===== config.mk =====
export PLATFORM = sky130hd
export DESIGN_NAME = ps2_amount_entry
export DESIGN_NICKNAME = d
export VERILOG_FILES = /design/src/rtl/ps2_amount_entry.sv
export SDC_FILE = /design/constraint.sdc
export NUM_CORES = 1
export LEC_CHECK = 0
export BUFFER_PORTS_ARGS = -buffer_cell sky130_fd_sc_hd__buf_2
export CAP_MARGIN = 25
export CORE_MARGIN = 5
export CORE_UTILIZATION = 42
export DETAILED_ROUTE_END_ITERATION = 10
export PLACE_DENSITY = 0.68
export REMOVE_ABC_BUFFERS = 1
export SYNTH_ARGS = -nofsm -noshare
export SYNTH_HDL_FRONTEND = slang
export SYNTH_SLANG_ARGS = --single-unit

===== constraint.sdc =====
create_clock -name clock -period 2.4 [get_ports clock]
set_input_delay 0.48 -clock clock [delete_from_list [all_inputs] [get_ports clock]]
set_output_delay 0.48 -clock clock [all_outputs]
set_load 0.02 [all_outputs]

===== src/rtl/ps2_amount_entry.sv =====
// ps2_amount_entry
//   Receives PS/2 keyboard frames and turns hex-digit, Enter, Space and
//   Backspace make-codes into an 8-bit entry value plus load/start strobes.
//
// Ports
//   clock        in   system clock, rising edge
//   resetn       in   asynchronous active-low reset
//   ps2_clk      in   raw PS/2 clock (asynchronous)
//   ps2_data     in   raw PS/2 data (asynchronous)
//   value        out  [7:0] assembled entry, held between keystrokes
//   digit_count  out  [1:0] digits in the current entry, saturates at 2
//   load_pulse   out  one-cycle pulse on Enter (main or keypad)
//   start_pulse  out  one-cycle pulse on Space
//   frame_error  out  one-cycle pulse on bad start/parity/stop bit or timeout
//
// Handshake: there is no backpressure. The receiver raises an internal
// byte_valid strobe for exactly one cycle per good frame and the decoder
// consumes it in that same cycle; every output pulse is exactly one cycle.
module ps2_amount_entry #(
    parameter int FILTER_LEN = 8,
    parameter int TIMEOUT    = 50000
) (
    input  logic       clock,
    input  logic       resetn,
    input  logic       ps2_clk,
    input  logic       ps2_data,
    output logic [7:0] value,
    output logic [1:0] digit_count,
    output logic       load_pulse,
    output logic       start_pulse,
    output logic       frame_error
);

    localparam int FW = (FILTER_LEN > 1) ? $clog2(FILTER_LEN) : 1;
    localparam int TW = $clog2(TIMEOUT + 1);

    typedef enum logic [1:0] {
        IDLE   = 2'd0,
        DATA   = 2'd1,
        PARITY = 2'd2,
        STOP   = 2'd3
    } rx_state_t;

    // ------------------------------------------------------------------
    // Input conditioning
    // ------------------------------------------------------------------
    logic          clk_s1, clk_s2, data_s1, data_s2;
    logic          filt_level;
    logic [FW-1:0] filt_cnt;
    logic          sample;     // one cycle per filtered falling edge
    logic          data_bit;   // data captured with that edge

    always_ff @(posedge clock or negedge resetn) begin
        if (!resetn) begin
            clk_s1  <= 1'b1;
            clk_s2  <= 1'b1;
            data_s1 <= 1'b1;
            data_s2 <= 1'b1;
        end else begin
            clk_s1  <= ps2_clk;
            clk_s2  <= clk_s1;
            data_s1 <= ps2_data;
            data_s2 <= data_s1;
        end
    end

    // The filtered level flips only after the synchronized clock has shown
    // the opposite level on FILTER_LEN consecutive edges.
    always_ff @(posedge clock or negedge resetn) begin
        if (!resetn) begin
            filt_level <= 1'b1;
            filt_cnt   <= '0;
            sample     <= 1'b0;
            data_bit   <= 1'b1;
        end else begin
            sample <= 1'b0;
            if (clk_s2 == filt_level) begin
                filt_cnt <= '0;
            end else if (filt_cnt == FW'(FILTER_LEN - 1)) begin
                filt_cnt   <= '0;
                filt_level <= clk_s2;
                if (filt_level) begin
                    sample   <= 1'b1;
                    data_bit <= data_s2;
                end
            end else begin
                filt_cnt <= filt_cnt + FW'(1);
            end
        end
    end

    // ------------------------------------------------------------------
    // Receiver FSM
    // ------------------------------------------------------------------
    rx_state_t     state, state_n;
    logic [2:0]    bit_cnt, bit_cnt_n;
    logic [7:0]    shift, shift_n;
    logic          par, par_n;
    logic [TW-1:0] tcnt, tcnt_n;
    logic          byte_valid, byte_valid_n;
    logic          rx_err_n;

    always_ff @(posedge clock or negedge resetn) begin
        if (!resetn) begin
            state       <= IDLE;
            bit_cnt     <= '0;
            shift       <= '0;
            par         <= 1'b0;
            tcnt        <= '0;
            byte_valid  <= 1'b0;
            frame_error <= 1'b0;
        end else begin
            state       <= state_n;
            bit_cnt     <= bit_cnt_n;
            shift       <= shift_n;
            par         <= par_n;
            tcnt        <= tcnt_n;
            byte_valid  <= byte_valid_n;
            frame_error <= rx_err_n;
        end
    end

    always_comb begin
        state_n      = state;
        bit_cnt_n    = bit_cnt;
        shift_n      = shift;
        par_n        = par;
        tcnt_n       = tcnt;
        byte_valid_n = 1'b0;
        rx_err_n     = 1'b0;

        if (sample)
            tcnt_n = '0;
        else if (state != IDLE)
            tcnt_n = tcnt + TW'(1);

        case (state)
            IDLE: begin
                if (sample) begin
                    if (!data_bit) begin
                        state_n   = DATA;
                        bit_cnt_n = '0;
                    end else begin
                        rx_err_n = 1'b1;
                    end
                end
            end
            DATA: begin
                if (sample) begin
                    shift_n   = {data_bit, shift[7:1]};
                    bit_cnt_n = bit_cnt + 3'd1;
                    if (bit_cnt == 3'd7)
                        state_n = PARITY;
                end
            end
            PARITY: begin
                if (sample) begin
                    par_n   = data_bit;
                    state_n = STOP;
                end
            end
            STOP: begin
                if (sample) begin
                    // Odd parity: data plus parity bit carry an odd count of ones.
                    if (data_bit && (^{shift, par}))
                        byte_valid_n = 1'b1;
                    else
                        rx_err_n = 1'b1;
                    state_n = IDLE;
                end
            end
            default: state_n = IDLE;
        endcase

        // A stalled frame is abandoned; partial bits are dropped.
        if (!sample && state != IDLE && tcnt == TW'(TIMEOUT - 1)) begin
            state_n   = IDLE;
            bit_cnt_n = '0;
            shift_n   = '0;
            tcnt_n    = '0;
            rx_err_n  = 1'b1;
        end
    end

    // ------------------------------------------------------------------
    // Scan-code decoder
    // ------------------------------------------------------------------
    // Returns {is_digit, nibble}.
    function automatic logic [4:0] digit_of(input logic [7:0] code);
        case (code)
            8'h45: digit_of = 5'h10;
            8'h16: digit_of = 5'h11;
            8'h1E: digit_of = 5'h12;
            8'h26: digit_of = 5'h13;
            8'h25: digit_of = 5'h14;
            8'h2E: digit_of = 5'h15;
            8'h36: digit_of = 5'h16;
            8'h3D: digit_of = 5'h17;
            8'h3E: digit_of = 5'h18;
            8'h46: digit_of = 5'h19;
            8'h1C: digit_of = 5'h1A;
            8'h32: digit_of = 5'h1B;
            8'h21: digit_of = 5'h1C;
            8'h23: digit_of = 5'h1D;
            8'h24: digit_of = 5'h1E;
            8'h2B: digit_of = 5'h1F;
            default: digit_of = 5'h00;
        endcase
    endfunction

    logic       brk, ext, fresh;
    logic [4:0] dig;

    assign dig = digit_of(shift);

    always_ff @(posedge clock or negedge resetn) begin
        if (!resetn) begin
            brk         <= 1'b0;
            ext         <= 1'b0;
            fresh       <= 1'b0;
            value       <= 8'h00;
            digit_count <= 2'd0;
            load_pulse  <= 1'b0;
            start_pulse <= 1'b0;
        end else begin
            load_pulse  <= 1'b0;
            start_pulse <= 1'b0;
            if (byte_valid) begin
                if (shift == 8'hF0) begin
                    brk <= 1'b1;
                end else if (shift == 8'hE0) begin
                    ext <= 1'b1;
                end else begin
                    brk <= 1'b0;
                    ext <= 1'b0;
                    if (!brk) begin
                        if (ext) begin
                            // Only keypad Enter is meaningful among extended codes.
                            if (shift == 8'h5A) begin
                                load_pulse <= 1'b1;
                                fresh      <= 1'b1;
                            end
                        end else if (shift == 8'h5A) begin
                            load_pulse <= 1'b1;
                            fresh      <= 1'b1;
                        end else if (shift == 8'h29) begin
                            start_pulse <= 1'b1;
                        end else if (shift == 8'h66) begin
                            value <= {4'h0, value[7:4]};
                            if (digit_count != 2'd0)
                                digit_count <= digit_count - 2'd1;
                        end else if (dig[4]) begin
                            if (fresh) begin
                                value       <= {4'h0, dig[3:0]};
                                digit_count <= 2'd1;
                                fresh       <= 1'b0;
                            end else begin
                                value <= {value[3:0], dig[3:0]};
                                if (digit_count != 2'd2)
                                    digit_count <= digit_count + 2'd1;
                            end
                        end
                    end
                end
            end
        end
    end

endmodule


==> results of run 1 <==
final cells by class:
type                       instances  area (um^2)
clock buffer                       9          124
clock inverter                     7         95.1
fill                             683         3640
inverter                          20         75.1
multi-input combinational        242         1590
sequential                        57         1430
tap                               99          124
timing repair buffer              36          255
how the worst max path moves through the flow:
| stage | startpoint | to | slack (ns) |
|---|---|---|---|
| 6_report | shift[3] | value[3] | 0.14 |
| 5_1_grt | shift[7] | digit_count[1] | 0.003 |
| 4_1_cts | state[0] | bit_cnt[0] | 0.13 |
| 3_5_place_dp | shift[3] | value[3] | 0.15 |
| 3_3_place_gp | shift[3] | value[3] | 0.18 |
| 2_1_floorplan | state[0] | tcnt[10] | -0.20 |
sequential cells by signal (all words and copies together), names as in the netlist, 2 cells and up:
name,cells
bit_cnt,3
digit_count,2
filt_cnt,3
shift,8
state,2
tcnt,16
value,8
cell usage in the layout, fill, tap and decap left out, drive strengths merged, types with 4 or more instances in the layout:
| cell | netlist | routed |
|---|---|---|
| a21oi | 17 | 17 |
| a22o | 6 | 6 |
| and3 | 5 | 5 |
| buf | 9 | 36 |
| clkbuf | 9 | 9 |
| clkinvlp | 0 | 4 |
| dfrtp | 51 | 51 |
| dfstp | 6 | 6 |
| ha | 12 | 12 |
| inv | 20 | 20 |
| mux2 | 4 | 4 |
| nand2 | 27 | 27 |
| nand2b | 9 | 9 |
| nand3 | 20 | 20 |
| nor2 | 36 | 36 |
| nor2b | 11 | 11 |
| nor3 | 7 | 7 |
| nor3b | 4 | 4 |
| o21ai | 14 | 14 |
| xnor2 | 15 | 15 |
| xor2 | 7 | 7 |
where the power goes:
part | internal (mW) | leakage, nW | switching, mW
Combinational | 0.186 | 0.793 | 0.264
Sequential | 1.05 | 0.761 | 0.0737
Clock | 0.581 | 0.0975 | 0.411
Total | 1.82 | 1.65 | 0.748
critical path: stages, from the launching register on:
cell and delay, ns:
dfrtp_1 0.50, inv_1 0.09, or4_1 0.54, a311oi_2 0.35, nor3_2 0.13, a21o_4 0.25, mux2_4 0.29
kinds of logic (layout without fill, tap and decap cells):
| kind of cell | after synthesis | in the layout |
|---|---|---|
| DFF | 57 | 57 |
| xor gates and xnor gates | 22 | 22 |
| adders and majority gates | 12 | 12 |
| muxes | 4 | 4 |
| buffers and inverters | 38 | 72 |
| AOI/OAI and AO/OA | 64 | 64 |
| and+or+nand+nor | 140 | 140 |
metal layers:
layer	wire length, um	part of all wire, %	vias up	GRT usage, %
li1	-	-	1228	-
met1	2920	47	1191	18.3
met2	3040	48	38	23.1
met3	231	3.7	10	4.31
met4	88	1.4	0	4.86
met5	0	0	-	0
metrics by stage:
step | cell area, um^2 | setup WS [ns] | cells
2_1_floorplan | 3100 | -0.200 | 319
3_3_place_gp | 3470 | 0.185 | 454
3_5_place_dp | 3470 | 0.155 | 454
4_1_cts | 3690 | 0.133 | 470
5_1_grt | 3690 | 0.00330 | 470
6_report | 3690 | 0.137 | 470
==> flow_summary_export.csv, run 1 <==
group,metric,value,unit
run_status,status,"finished, final reports clean",
pwr,p_per_area,695,nW/um^2
yosys,synth_seq_cells,57,
yosys,synth-seq-area-share,45.0,%
timing,finalCritPeriodShare,94.3,%
timing,max-slew-margin-rel,62.3,%
yosys,ys_top_cells_by_count,"dfrtp_1 (51), nor2_1 (36), nand2_1 (27), inv_1 (20), nand3_1 (20)",
clock_network,cts-root-buf,"clkbuf_8",
timing,setup_tns,0,ns
die,core,7330,um^2
worst_setup_path,cp_max_fo,8,
global_route,grt_max_degree,35,
placement,port_buffers,16,
worst_setup_path,rr_endpoint,"value[3]",
worst_setup_path,cp-end-kind,"flip-flop",
timing,finalSetupViolCount,0,
clock_network,max-clock-path-buffers,2,
clock_network,clkTransAtPathRegs,0.07,ns
die,dieArea,9420,um^2
clock_network,cts-buffers-inserted,9,
timing,period_needed,2.26,ns
clock_network,cts_tree,"yes",
pwr,total_power,2.57,mW
timing,worst_slew_pin_slew,0.565,ns
yosys,synth_area_leaders,"dfrtp_1 (40%), dfstp_2 (5.0%), ha_1 (4.7%)",
clock_network,post-cts-setup-buffers,0,
yosys,async_reset_ff_share,100,%
layout,antenna_cells,0,
worst_setup_path,reg2reg_slack,0.14,ns
hold_path,worstHoldPathType,"input port to asynchronous set/reset pin",
pwr,p_leak,1.65,nW
yosys,synth-adder-area-share,4.72,%
clock_network,htree_levels,3,
global_route,grt_antenna_before_repair,0,
die,chipWidth,97.1,um
yosys,synth_edf_count,0,
timing,fmax,0.442,GHz
placement,gp_congestion,0.863,
die,fp.dieH,97.1,um
drt,drtAntennaViolNets,0,
timing,clock_skew,0.00726,ns
layout,nets,382,
die,ioPinCount,17,
yosys,synth_top_family_by_area,"simple AND/OR/NAND/NOR gates",
yosys,synth_top_area_share,40.1,%
yosys,synthSimpleGateAreaFrac,23.7,%
die,std_cell_rows,31,
yosys,synth_cells,337,
yosys,syn-cell-area,3180,um^2
yosys,synthMuxAreaShare,1.53,%
die,start_util,43.4,%
yosys,ys_types,59,
placement,place_hpwl,4.44,mm
yosys,synth_compound_area_share,13.9,%
drt,dr_total_vias,2467,
global_route,grt_overflow,0,
layout,final_core_util,50.4,%
worst_setup_path,r2r_cells,6,
yosys,synthXorXnorAreaFrac,6.05,%
clock_network,cts_repair_resize_count,0,
worst_setup_path,crit_required,2.63,ns
worst_setup_path,start_kind,"flip-flop",
pwr,vdd_ir_drop_max,0.668,mV
global_route,grt_pass1_wl,11.2,mm
clock_network,ctsHoldBuffers,0,
worst_setup_path,worstSetupPathType,"flip-flop to flip-flop",
global_route,grt_pass1_vias,2411,
drt,wl_per_cell,13.3,um
worst_setup_path,timing.rr.start,"shift[3]",
yosys,syn_area_per_cell,9.45,um^2
timing,maxSlewViolCount,0,
yosys,ys_warn_count,0,
drt,drt_iter0_drc,144,
yosys,synth_most_common_cell,"dfrtp_1",
drt,route.detailed.drc,0,
clock_network,clkLatencyLatePin,0.34,ns
timing,final_hold_viol_count,0,
worst_setup_path,worstPathArrival,2.49,ns
layout,syn2layout_area_growth,16.0,%
drt,dr.pass1.iters,4,
global_route,grtUsageTotal,14.3,%
timing,rsz0062_at_grt,"no",
yosys,ys.flop_type,"dfrtp_1",
layout,drive_gt1_share,18.9,%
drt,routed_wl,6.27,mm
drt,via_per_inst,5.25,
timing,whs,0.133,ns
run,drv_cap,0,
clock_network,cts.sinks,57,
yosys,synth_area_leader_cell,"dfrtp_1",
Power figures use the tool's default switching activity.
==> inputs of run 2 (changes only) <==
==> config.mk (replaced) <==
export PLATFORM = sky130hd
export DESIGN_NAME = ps2_amount_entry
export DESIGN_NICKNAME = d
export VERILOG_FILES = /design/src/rtl/ps2_amount_entry.sv
export SDC_FILE = /design/constraint.sdc
export NUM_CORES = 1
export LEC_CHECK = 0
export CAP_MARGIN = 25
export CORE_MARGIN = 5
export CORE_UTILIZATION = 42
export DETAILED_ROUTE_END_ITERATION = 10
export DONT_BUFFER_PORTS = 1
export PLACE_DENSITY = 0.63
export REMOVE_ABC_BUFFERS = 1
export SLEW_MARGIN = 25
export SYNTH_ARGS = -nofsm -noshare
export SYNTH_HDL_FRONTEND = slang
export SYNTH_SLANG_ARGS = --single-unit
==> constraint.sdc (replaced) <==
create_clock -name clock -period 2.55 [get_ports clock]
set_input_delay 0.51 -clock clock [delete_from_list [all_inputs] [get_ports clock]]
set_output_delay 0.51 -clock clock [all_outputs]
set_load 0.02 [all_outputs]
==> run 2 against run 1 <==
Against the previous run:
- clock power decreased by 9.2%
- fmax decreased by 5.9%
- count of clock-buffer cells in the layout increased by 2
- final area decreased by 2.0%
- clock skew increased by 0.0047 ns
- sequential share of layout area increased by 0.78 points
- register-to-register slack about the same
- flip-flop and latch count unchanged
- critical path type unchanged
==> flow_summary_export.csv, run 2 (same netlist as run 1, synthesis figures left out) <==
group,metric,value,unit
run_status,status,"finished, final reports clean",
hold_path,worstHoldPathType,"input port to asynchronous set/reset pin",
timing,max-slew-margin-rel,66.0,%
die,core,7330,um^2
global_route,grtUsageTotal,15.3,%
worst_setup_path,crit_required,2.76,ns
worst_setup_path,r2r_cells,7,
global_route,grt_max_degree,57,
layout,nets,368,
die,dieArea,9420,um^2
clock_network,cts.sinks,57,
die,ioPinCount,17,
layout,largest_register,"tcnt",
worst_setup_path,cp-end-kind,"flip-flop",
layout,drive_gt1_share,15.4,%
timing,period_needed,2.40,ns
pwr,vdd_ir_drop_max,0.311,mV
timing,maxSlewViolCount,0,
die,chipWidth,97.1,um
drt,via_per_inst,5.40,
clock_network,ctsHoldBuffers,2,
drt,wl_per_cell,14.4,um
layout,largestRegisters,"tcnt: 16 flops, shift: 8 flops, value: 8 flops",
clock_network,cts-root-buf,"clkbuf_8",
pwr,p_per_area,657,nW/um^2
clock_network,cts-buffers-inserted,9,
drt,dr.pass1.iters,5,
clock_network,clkTransAtPathRegs,0.07,ns
clock_network,cts_tree,"yes",
die,std_cell_rows,31,
worst_setup_path,timing.rr.start,"shift[4]",
worst_setup_path,reg2reg_slack,0.15,ns
worst_setup_path,worstPathArrival,2.62,ns
clock_network,cts_repair_resize_count,0,
timing,final_hold_viol_count,0,
worst_setup_path,rr_endpoint,"value[3]",
timing,worst_slew_pin_slew,0.507,ns
placement,port_buffers,0,
global_route,grt_pass1_vias,2482,
pwr,total_power,2.38,mW
placement,post-place-ws,0.224,ns
clock_network,htree_levels,3,
run,drv_cap,0,
layout,largest_reg_flops,16,
drt,route.detailed.drc,0,
worst_setup_path,start_kind,"flip-flop",
timing,finalSetupViolCount,0,
clock_network,post-cts-setup-buffers,0,
worst_setup_path,cp_max_fo,11,
worst_setup_path,worstSetupPathType,"flip-flop to flip-flop",
drt,routed_wl,6.59,mm
global_route,grt_overflow,0,
layout,final.fill_count,670,
timing,rsz0062_at_grt,"no",
placement,place_hpwl,4.49,mm
clock_network,max-clock-path-buffers,2,
drt,dr_total_vias,2463,
timing,finalCritPeriodShare,94.2,%
layout,syn2layout_area_growth,13.8,%
timing,fin_ws,0.147,ns
layout,mostFrequentLayoutCells,"dfrtp_1 (51), nor2_1 (36), nand2_1 (27)",
clock_network,clkLatencyLatePin,0.33,ns
placement,gp_congestion,0.949,
timing,clock_skew,0.0120,ns
global_route,grt_pass1_wl,12.0,mm
drt,drt_iter0_drc,146,
timing,fmax,0.416,GHz
global_route,grt_antenna_before_repair,0,
die,fp.dieH,97.1,um
layout,final_common_cell,"dfrtp_1",
pwr,p_leak,1.58,nW
layout,final_core_util,49.4,%
die,start_util,43.4,%
layout,antenna_cells,0,
drt,drtAntennaViolNets,0,
==> run 2: routing by layer <==
metal / vias up / global-route usage, % / share of wire (%)
met4: 0 / 6.59 / 1.4
met3: 11 / 2.80 / 4.1
met2: 51 / 24.0 / 46
met1: 1201 / 20.6 / 48
met5: - / 0 / 0
li1: 1200 / - / -
==> run 2: how the worst max path moves through the flow <==
stage                        start       end  slack, ns
final                     shift[4]  value[3]       0.15
after global routing      shift[4]  value[3]       0.07
after CTS                 shift[1]  value[3]       0.19
after detailed placement  shift[1]  value[3]       0.22
after global placement    shift[1]  value[3]       0.26
after floorplan           state[0]  tcnt[10]      -0.05
==> run 2: power by group <==
group	internal, mW	switching [mW]	total [mW]
Sequential	0.991	0.0685	1.06
Combinational	0.175	0.242	0.417
Clock	0.509	0.392	0.901
==> run 2: critical path, cell delays in order (launching register included) <==
cell,delay [ns]
dfrtp_1,0.52
buf_4,0.22
nand2_1,0.08
o221ai_1,0.15
a41o_1,0.30
nor3_2,0.46
a21o_4,0.24
mux2_4,0.31
==> run 2: final cells by class <==
class	count	area, um^2	area share (%)
Clock buffer	11	151	4.18
Clock inverter	5	62.6	1.73
Inverter	20	75.1	2.07
Multi-Input combinational cell	242	1590	43.8
Sequential cell	57	1430	39.6
Tap cell	99	124	3.42
Timing Repair Buffer	22	188	5.18
==> run 2: metrics by stage <==
stage	cell area [um^2]	hold slack [ns]	instances	TNS [ns]
after detailed placement	3370	0.216	438	0
final	3620	0.0175	456	0
after global placement	3370	0.217	438	0
after global routing	3620	0.0289	456	0
after floorplan	3100	0.214	319	-0.703
after CTS	3620	0.0260	456	0
